==> config.mk <==
export PLATFORM = sky130hd
export DESIGN_NAME = stream_stack_queue
export DESIGN_NICKNAME = d
export VERILOG_FILES = /design/src/rtl/ssq_pkg.sv /design/src/rtl/ssq_stack_ram.sv /design/src/rtl/stream_stack_queue.sv
export SDC_FILE = /design/constraint.sdc
export NUM_CORES = 1
export LEC_CHECK = 0
export BUFFER_PORTS_ARGS = -buffer_cell sky130_fd_sc_hd__buf_4
export CAP_MARGIN = 20
export CORE_MARGIN = 8
export CORE_UTILIZATION = 30
export DETAILED_ROUTE_END_ITERATION = 16
export PLACE_DENSITY = 0.5
export SLEW_MARGIN = 5
export SYNTH_ARGS = -nofsm -noshare
export SYNTH_HDL_FRONTEND = slang
export SYNTH_SLANG_ARGS = --single-unit
export TNS_END_PERCENT = 100
==> constraint.sdc <==
create_clock -name clk -period 3.8 [get_ports clk]
set_input_delay 0.76 -clock clk [delete_from_list [all_inputs] [get_ports clk]]
set_output_delay 0.76 -clock clk [all_outputs]
set_load 0.02 [all_outputs]
==> src/rtl/ssq_pkg.sv <==
// Shared types and default delimiter tokens for the stream stack/queue buffer.
package ssq_pkg;

    typedef enum logic [1:0] {
        IDLE       = 2'd0,
        WRITE      = 2'd1,
        POP_LIFO   = 2'd2,
        DRAIN_FIFO = 2'd3
    } state_t;

    localparam int SSQ_SEP_TOK  = 59;  // ';'
    localparam int SSQ_END_TOK  = 36;  // '$'
    localparam int SSQ_ZERO_TOK = 48;  // '0'

endpackage

==> src/rtl/ssq_stack_ram.sv <==
// DEPTH x DATA_W storage: one synchronous write port, one asynchronous read port.
module ssq_stack_ram #(
    parameter int DATA_W = 8,
    parameter int DEPTH  = 16,
    parameter int AW     = $clog2(DEPTH)
) (
    input  logic              clk,
    input  logic              rst,
    input  logic              we,
    input  logic [AW-1:0]     waddr,
    input  logic [DATA_W-1:0] wdata,
    input  logic [AW-1:0]     raddr,
    output logic [DATA_W-1:0] rdata
);

    logic [DATA_W-1:0] mem [DEPTH];

    always_ff @(posedge clk) begin
        if (rst) begin
            for (int i = 0; i < DEPTH; i++) mem[i] <= '0;
        end else if (we) begin
            mem[waddr] <= wdata;
        end
    end

    assign rdata = mem[raddr];

endmodule

==> src/rtl/stream_stack_queue.sv <==
// Stack/queue buffer: data items are stacked, SEP pops a LIFO group, END drains the rest FIFO.
// Handshake: a beat transfers on a rising edge where valid and ready are both high; data is held while valid & ~ready.
module stream_stack_queue
    import ssq_pkg::*;
#(
    parameter int DATA_W   = 8,
    parameter int DEPTH    = 16,
    parameter int CNT_W    = 4,
    parameter int SEP_TOK  = SSQ_SEP_TOK,
    parameter int END_TOK  = SSQ_END_TOK,
    parameter int ZERO_TOK = SSQ_ZERO_TOK
) (
    input  logic              clk,
    input  logic              rst,
    input  logic              in_valid,
    output logic              in_ready,
    input  logic [DATA_W-1:0] in_data,
    input  logic [CNT_W-1:0]  pop_num,
    output logic              out_valid,
    input  logic              out_ready,
    output logic [DATA_W-1:0] out_data,
    output logic              out_last,
    output logic              out_fifo,
    output logic              done_fifo,
    output logic              full,
    output logic              empty,
    output logic              overflow,
    output state_t            state_dbg
);

    localparam int AW = $clog2(DEPTH);
    localparam int CW = AW + 1;
    localparam int MW = (CNT_W > CW) ? CNT_W : CW;

    state_t            state;
    logic [CW-1:0]     count;
    logic [AW-1:0]     rd_ptr;
    logic [CW-1:0]     grp;
    logic [AW-1:0]     top_idx;
    logic [AW-1:0]     raddr;
    logic [DATA_W-1:0] rdata;
    logic [MW-1:0]     pop_ext;
    logic [MW-1:0]     cnt_ext;
    logic [CW-1:0]     grp_next;
    logic              is_sep;
    logic              is_end;
    logic              push_we;

    assign is_sep   = (in_data == DATA_W'(SEP_TOK));
    assign is_end   = (in_data == DATA_W'(END_TOK));
    assign in_ready = (state == IDLE) || (state == WRITE);
    assign full     = (count == CW'(DEPTH));
    assign empty    = (count == '0);
    assign push_we  = in_valid && in_ready && !is_sep && !is_end && !full;

    // min(pop_num, count); a zero pop_num naturally yields an empty group.
    assign pop_ext  = MW'(pop_num);
    assign cnt_ext  = MW'(count);
    assign grp_next = (pop_ext < cnt_ext) ? CW'(pop_ext) : count;

    assign top_idx  = AW'(count - CW'(1));
    assign raddr    = (state == POP_LIFO) ? top_idx : rd_ptr;

    ssq_stack_ram #(.DATA_W(DATA_W), .DEPTH(DEPTH), .AW(AW)) u_ram (
        .clk   (clk),
        .rst   (rst),
        .we    (push_we),
        .waddr (count[AW-1:0]),
        .wdata (in_data),
        .raddr (raddr),
        .rdata (rdata)
    );

    always_comb begin
        out_valid = 1'b0;
        out_last  = 1'b0;
        out_fifo  = 1'b0;
        out_data  = rdata;
        case (state)
            POP_LIFO: begin
                out_valid = 1'b1;
                out_last  = (grp <= CW'(1));
                if (grp == '0) out_data = DATA_W'(ZERO_TOK);
            end
            DRAIN_FIFO: begin
                out_valid = 1'b1;
                out_fifo  = 1'b1;
                out_last  = (rd_ptr == top_idx);
            end
            default: ;
        endcase
    end

    always_ff @(posedge clk) begin
        if (rst) begin
            state     <= IDLE;
            count     <= '0;
            rd_ptr    <= '0;
            grp       <= '0;
            overflow  <= 1'b0;
            done_fifo <= 1'b0;
        end else begin
            done_fifo <= 1'b0;
            case (state)
                IDLE, WRITE: begin
                    if (in_valid) begin
                        state <= WRITE;
                        if (is_sep) begin
                            grp   <= grp_next;
                            state <= POP_LIFO;
                        end else if (is_end) begin
                            rd_ptr <= '0;
                            if (count == '0) begin
                                state     <= IDLE;
                                done_fifo <= 1'b1;
                            end else begin
                                state <= DRAIN_FIFO;
                            end
                        end else if (full) begin
                            overflow <= 1'b1;
                        end else begin
                            count <= count + CW'(1);
                        end
                    end
                end
                POP_LIFO: begin
                    if (out_ready) begin
                        if (grp == '0) begin
                            state <= WRITE;
                        end else begin
                            count <= count - CW'(1);
                            grp   <= grp - CW'(1);
                            if (grp == CW'(1)) state <= WRITE;
                        end
                    end
                end
                DRAIN_FIFO: begin
                    if (out_ready) begin
                        if (rd_ptr == top_idx) begin
                            count     <= '0;
                            rd_ptr    <= '0;
                            state     <= IDLE;
                            done_fifo <= 1'b1;
                        end else begin
                            rd_ptr <= rd_ptr + AW'(1);
                        end
                    end
                end
                default: state <= IDLE;
            endcase
        end
    end

    assign state_dbg = state;

endmodule

# Word level (Yosys, flattened, before mapping)
# Memory sizes are Yosys's and may differ from the RTL's.
# Index checks and enable logic that the tools add are counted.
# classes
reduce_logical	21
order_cmp	2
muxes	52
mul	0
n_eq_ne	19
div	0
bitwise_logic	2
n_addsub	4
n_shift	0
# ops
op	n
$mux 5	13
$mux 4	7
$mux 8	3
$ne 2x2->1 const B	10
$reduce_and 5->1	4
$mux 2	9
$eq 8x6->1 const B	2
$pmux 5 s3	1
$mux 1	14
$logic_not 5->1	2
$pmux 5 s2	1
$sub 5x1->5 const B	2
$pmux 4 s2	1
$reduce_and 8->1	1
$reduce_or 8->1	1
$pmux 2 s3	1
$add 5x1->5 const B	1
$eq 5x1->1 const B	1
$eq 5x5->1 const B	1
$le 5x1->1 const B	1
$lt 4x5->1	1
$add 4x1->4 const B	1
$eq 2x2->1 const B	2
$eq 4x4->1	1
10 further kinds	19
# word_totals
regBits	18
output_inout_bits	18
latchBits	0
input_bits	16
mem_bits_rw	128
mem_bits_ro	0
n_memories	1
# memory_table
memory	words	word_bits	rd	rd_ports_with_merged_regs	wr	line	source
u_ram.mem	16	8	1	0	16	ssq_stack_ram.sv:16	logic [DATA_W-1:0] mem [DEPTH];

# Logic depth before layout (Yosys ltp)
# logic_depth
word_depth	11
ltp_mapped	10
mapped_depth_nobuf	8

# Cells and area by module
# A second synthesis with hierarchy kept.
# unflattened
cells_unflattened	581
area_unflattened_um2	7443.4
# by_module_without_submodules
module	instances	cells_each	area_per_inst_um2
ssq_stack_ram	1	375	5861.9
stream_stack_queue	1	206	1581.5

# Least setup slack after synthesis
# OpenSTA, ideal clock, no wires.
# synth_path
path_kind	register to output
start	register count[0], in the netlist cnt_ext[0]
end	output port out_data[3]
arrival_ns	2.250
n_path_buf	2
t_required_ns	3.040
path_slack_ns	0.790
stages_incl_launch_ff	10
path_cell_list	dfxtp_1 buf_2 inv_1 ha_1 nand3b_1 o21a_1 clkbuf_1 mux4_2 a22oi_1 nand2_1
# synth_between
elab_chain_len	5
# synth_rtl
item	line	source
from (decl)	stream_stack_queue.sv:36	logic [CW-1:0] count;
from (signal assigned)	stream_stack_queue.sv:122	count <= count + CW'(1);
from (signal assigned)	stream_stack_queue.sv:131	count <= count - CW'(1);
$sub 5x1->5 (*)	n/a	
$mux 4 (*)	stream_stack_queue.sv:62	assign raddr = (state == POP_LIFO) ? top_idx : rd_ptr;
$mem_v2 16x8 (*)	n/a	
$mux 8	stream_stack_queue.sv:83	if (grp == '0) out_data = DATA_W'(ZERO_TOK);
$mux 8 (*)	stream_stack_queue.sv:79	case (state)
to (decl)	stream_stack_queue.sv:21	output logic [DATA_W-1:0] out_data,
# Mark *: on every way between the ends. The rest lies on a longest branch, timed or not.

# Final worst setup path
# layout_path
start	register count[0], in the netlist cnt_ext[0]
end	output port out_data[5]
# Same word-level chain as after synthesis.

==> impl_metrics.py <==
metrics = {
    "pwr": {
        "switching_share_pct": 24.27,
        "intPower_mw": 2.951,
        "peakVddDrop_uv": 213.6,
        "seqPwrFrac_pct": 46.8,
        "power_density_nw_per_um2": 450.0,
        "p_leak_nw": 3.104,
        "power_switching_mw": 0.9456,
        "p_clk_share_pct": 43.9,
        "p_comb_share_pct": 9.2,
    },
    "layout": {
        "n_antenna_cell": 0,
        "nets": 709,
        "syn2layout_area_growth_pct": 17.47,
        "final_common_cell": "nor2_1",
        "fillers": 2431,
        "final_cell_mix": "nor2_1, edfxtp_1, nand2_1, buf_4, mux4_2",
        "final_layout_size_suffix_gt1_share_pct": 18.76,
        "final_cells": 1017,
    },
    "setup_path": {
        "critPathMaxFanout": 8,
        "cp.required_ps": 3040,
        "crit-reg2reg-capture": "u_ram.mem[15][4]",
        "reg2reg_depth": 5,
        "critical_path_class": "reg2out",
        "cp_data_arrival_time_ps": 2860,
        "critPathLaunchType": "flop",
        "end_kind": "output port",
        "r2r_slack_ps": 1390,
        "regToRegStartpoint": "state_dbg[1]",
    },
    "clock_tree": {
        "numCtsBuffers": 17,
        "cts_tree": "done",
        "cts.sinks": 146,
        "clk_pin_slew_ps": 60,
        "cts_buffer_depth": 2,
        "clk_latency_ps": 430,
        "htreeDepth": 4,
        "root_buffer": "clkbuf_16",
    },
    "placement": {
        "gp_congestion": 0.8328,
        "io_buffers": 33,
        "dp_cells": 980,
        "hpwl_mm": 14.61,
    },
    "worst_hold_path": {
        "whs_path_depth": 2,
        "min_path_type": "reg2reg",
        "worstHoldStart": "overflow",
        "whs_endpoint": "overflow",
    },
    "floorplanning": {
        "pin_count": 34,
        "core_um2": 24250,
        "core.rowCount": 57,
        "die-area_um2": 29840,
        "die_w_um": 172.7,
        "start_util_pct": 30.40,
        "fp.dieH_um": 172.7,
    },
    "drt": {
        "antenna_left": 0,
        "drc_errors": 0,
        "drt-total-wl_mm": 22.35,
        "num_vias": 5322,
        "drt_iter0_markers": 469,
        "detail_route.wl_per_cell_um": 21.98,
        "dr.pass1.iters": 5,
        "drt-vias-per-instance": 5.233,
    },
    "global_route": {
        "grt_pass1_wl_mm": 34.00,
        "overflow": 0,
        "gr-usage-all-layers_pct": 15.09,
        "antenna_found_initial": 0,
        "grt_max_degree": 41,
        "grt_pass1_vias": 5484,
    },
    "sta": {
        "fin_crit_sh_pct": 95.37,
        "max_freq_mhz": 275.9,
        "hold_viol_final": 0,
        "rsz0062_at_grt": "no",
        "finalSetupViolCount": 0,
        "fin_tns_setup_ps": 0,
        "slew_viol_final": 0,
        "worstMarginPinSlew_ps": 756.2,
        "final.min_clock_period_ps": 3624,
        "clock_skew_ps": 9.267,
        "max_slew_margin_pct": 49.59,
    },
    "logic_synthesis": {
        "ys_seq_elements": 146,
        "synth_seq_area_share_pct": 57.04,
        "synthFlopType": "edfxtp_1",
        "syn_area_per_cell_um2": 11.37,
        "synthCells": 648,
        "synth-async-reset-ratio_pct": 0,
        "yosysWarnings": 0,
        "synth_area_um2": 7371,
        "synth_edf_count": 128,
        "synthesis.nets": 676,
        "ys_types": 61,
    },
    "run": {
        "cap_violations": 0,
    },
    "run_status": {
        "status": "finished, final reports clean",
    },
}
## cell type report
type	instances	area [um2]	share of cell area (%)
clock buffer	18	429.2	4.957
tap	324	405.4	4.682
multi-input combinational	449	2955	34.13
clock inverter	13	158.9	1.835
sequential	146	4205	48.57
inverter	11	41.29	0.4769
timing repair buffer	56	462.9	5.347
## synth_stat cells, drive strengths merged, types with 10 or more instances
library cell | count | area (um2)
a211oi | 13 | 102.6
a21o | 17 | 127.6
a21oi | 15 | 78.83
a22oi | 12 | 90.09
and2 | 11 | 68.82
and3 | 18 | 117.6
buf | 22 | 125.1
clkbuf | 20 | 75.07
dfxtp | 18 | 360.4
edfxtp | 128 | 3844
ha | 12 | 150.1
inv | 11 | 41.29
mux4 | 24 | 540.5
nand2 | 72 | 270.3
nand3 | 10 | 50.05
nor2 | 147 | 554.3
nor3 | 12 | 65.06
o21ai | 25 | 128.9
## critical path, stage by stage, from the launching register on
cell,delay [ps]
dfxtp_1,340
buf_4,180
nor3_2,300
xnor2_1,330
a21oi_1,180
nor2_2,520
o21ai_0,170
and4_1,230
buf_4,160
## cell families (layout without fill, tap and decap cells)
logic type / count (synthesis) / count (layout) / share of synthesized area, %
simple gates: 296 / 296 / 18.33
flops: 146 / 146 / 57.04
compound gates: 101 / 101 / 9.761
buf+inv: 53 / 98 / 3.276
mux: 31 / 31 / 8.301
fa+ha+maj: 12 / 12 / 2.037
xor+xnor: 9 / 9 / 1.256
## how the worst max path moves through the flow
stage | start | to | slack [ps] | depth (start not counted)
after floorplan | cnt_ext[0] | out_data[3] | 790 | 9
after global placement | cnt_ext[0] | out_data[5] | 430 | 8
after detailed placement | cnt_ext[0] | out_data[5] | 370 | 8
after CTS | cnt_ext[0] | out_data[5] | 50 | 7
after global routing | cnt_ext[0] | out_data[5] | 60 | 8
final | cnt_ext[0] | out_data[5] | 180 | 8
## metrics by stage
step / power [mW] / instance area (um2) / setup slack (ps) / hold WS, ps / util, %
floorplan: 2.067 / 7371 / 789.9 / 470.6 / -
global placement: 2.214 / 7984 / 431.5 / 480.2 / 32.93
detailed placement: 2.217 / 7984 / 369.4 / 478.7 / 32.93
CTS: 3.911 / 8603 / 51.80 / 489.4 / 35.48
global route: 4.011 / 8658 / 56.09 / 534.7 / 35.71
finish: 3.897 / 8658 / 175.8 / 487.6 / 35.71
## per-layer routing
layer / part of all wire (%) / wire (um) / up-vias / GRT usage, %
li1: - / - / 2425 / -
met1: 42 / 9464 / 2677 / 18.82
met2: 49 / 11050 / 191 / 25.41
met3: 6.1 / 1365 / 29 / 3.442
met4: 2.1 / 472 / 0 / 5.138
met5: 0 / 0 / - / 0
## power groups by stage
stage               Combinational (mW)  Sequential [mW]  Clock, mW
floorplan                        0.216             1.85          0
global placement                 0.359             1.85          0
detailed placement               0.358             1.86          0
CTS                              0.360             1.82       1.73
global route                     0.386             1.83       1.79
finish                           0.360             1.82       1.71
## timing repair
item                       4_1_cts  5_1_grt
buffers inserted                 3        2
pin swaps                        1        1
gates resized for setup          2        5
cloned                           0        1
hold buffers                     0        0
setup endpoints to repair        6        6
## registers in the layout (all words and copies together), names as in the netlist
| name | count |
|---|---|
| state_dbg | 2 |
| overflow | 1 |
| grp | 5 |
| cnt_ext | 5 |
| rd_ptr | 4 |
| done_fifo | 1 |
| u_ram.mem | 128 |
(Power assumes the default switching activity.)
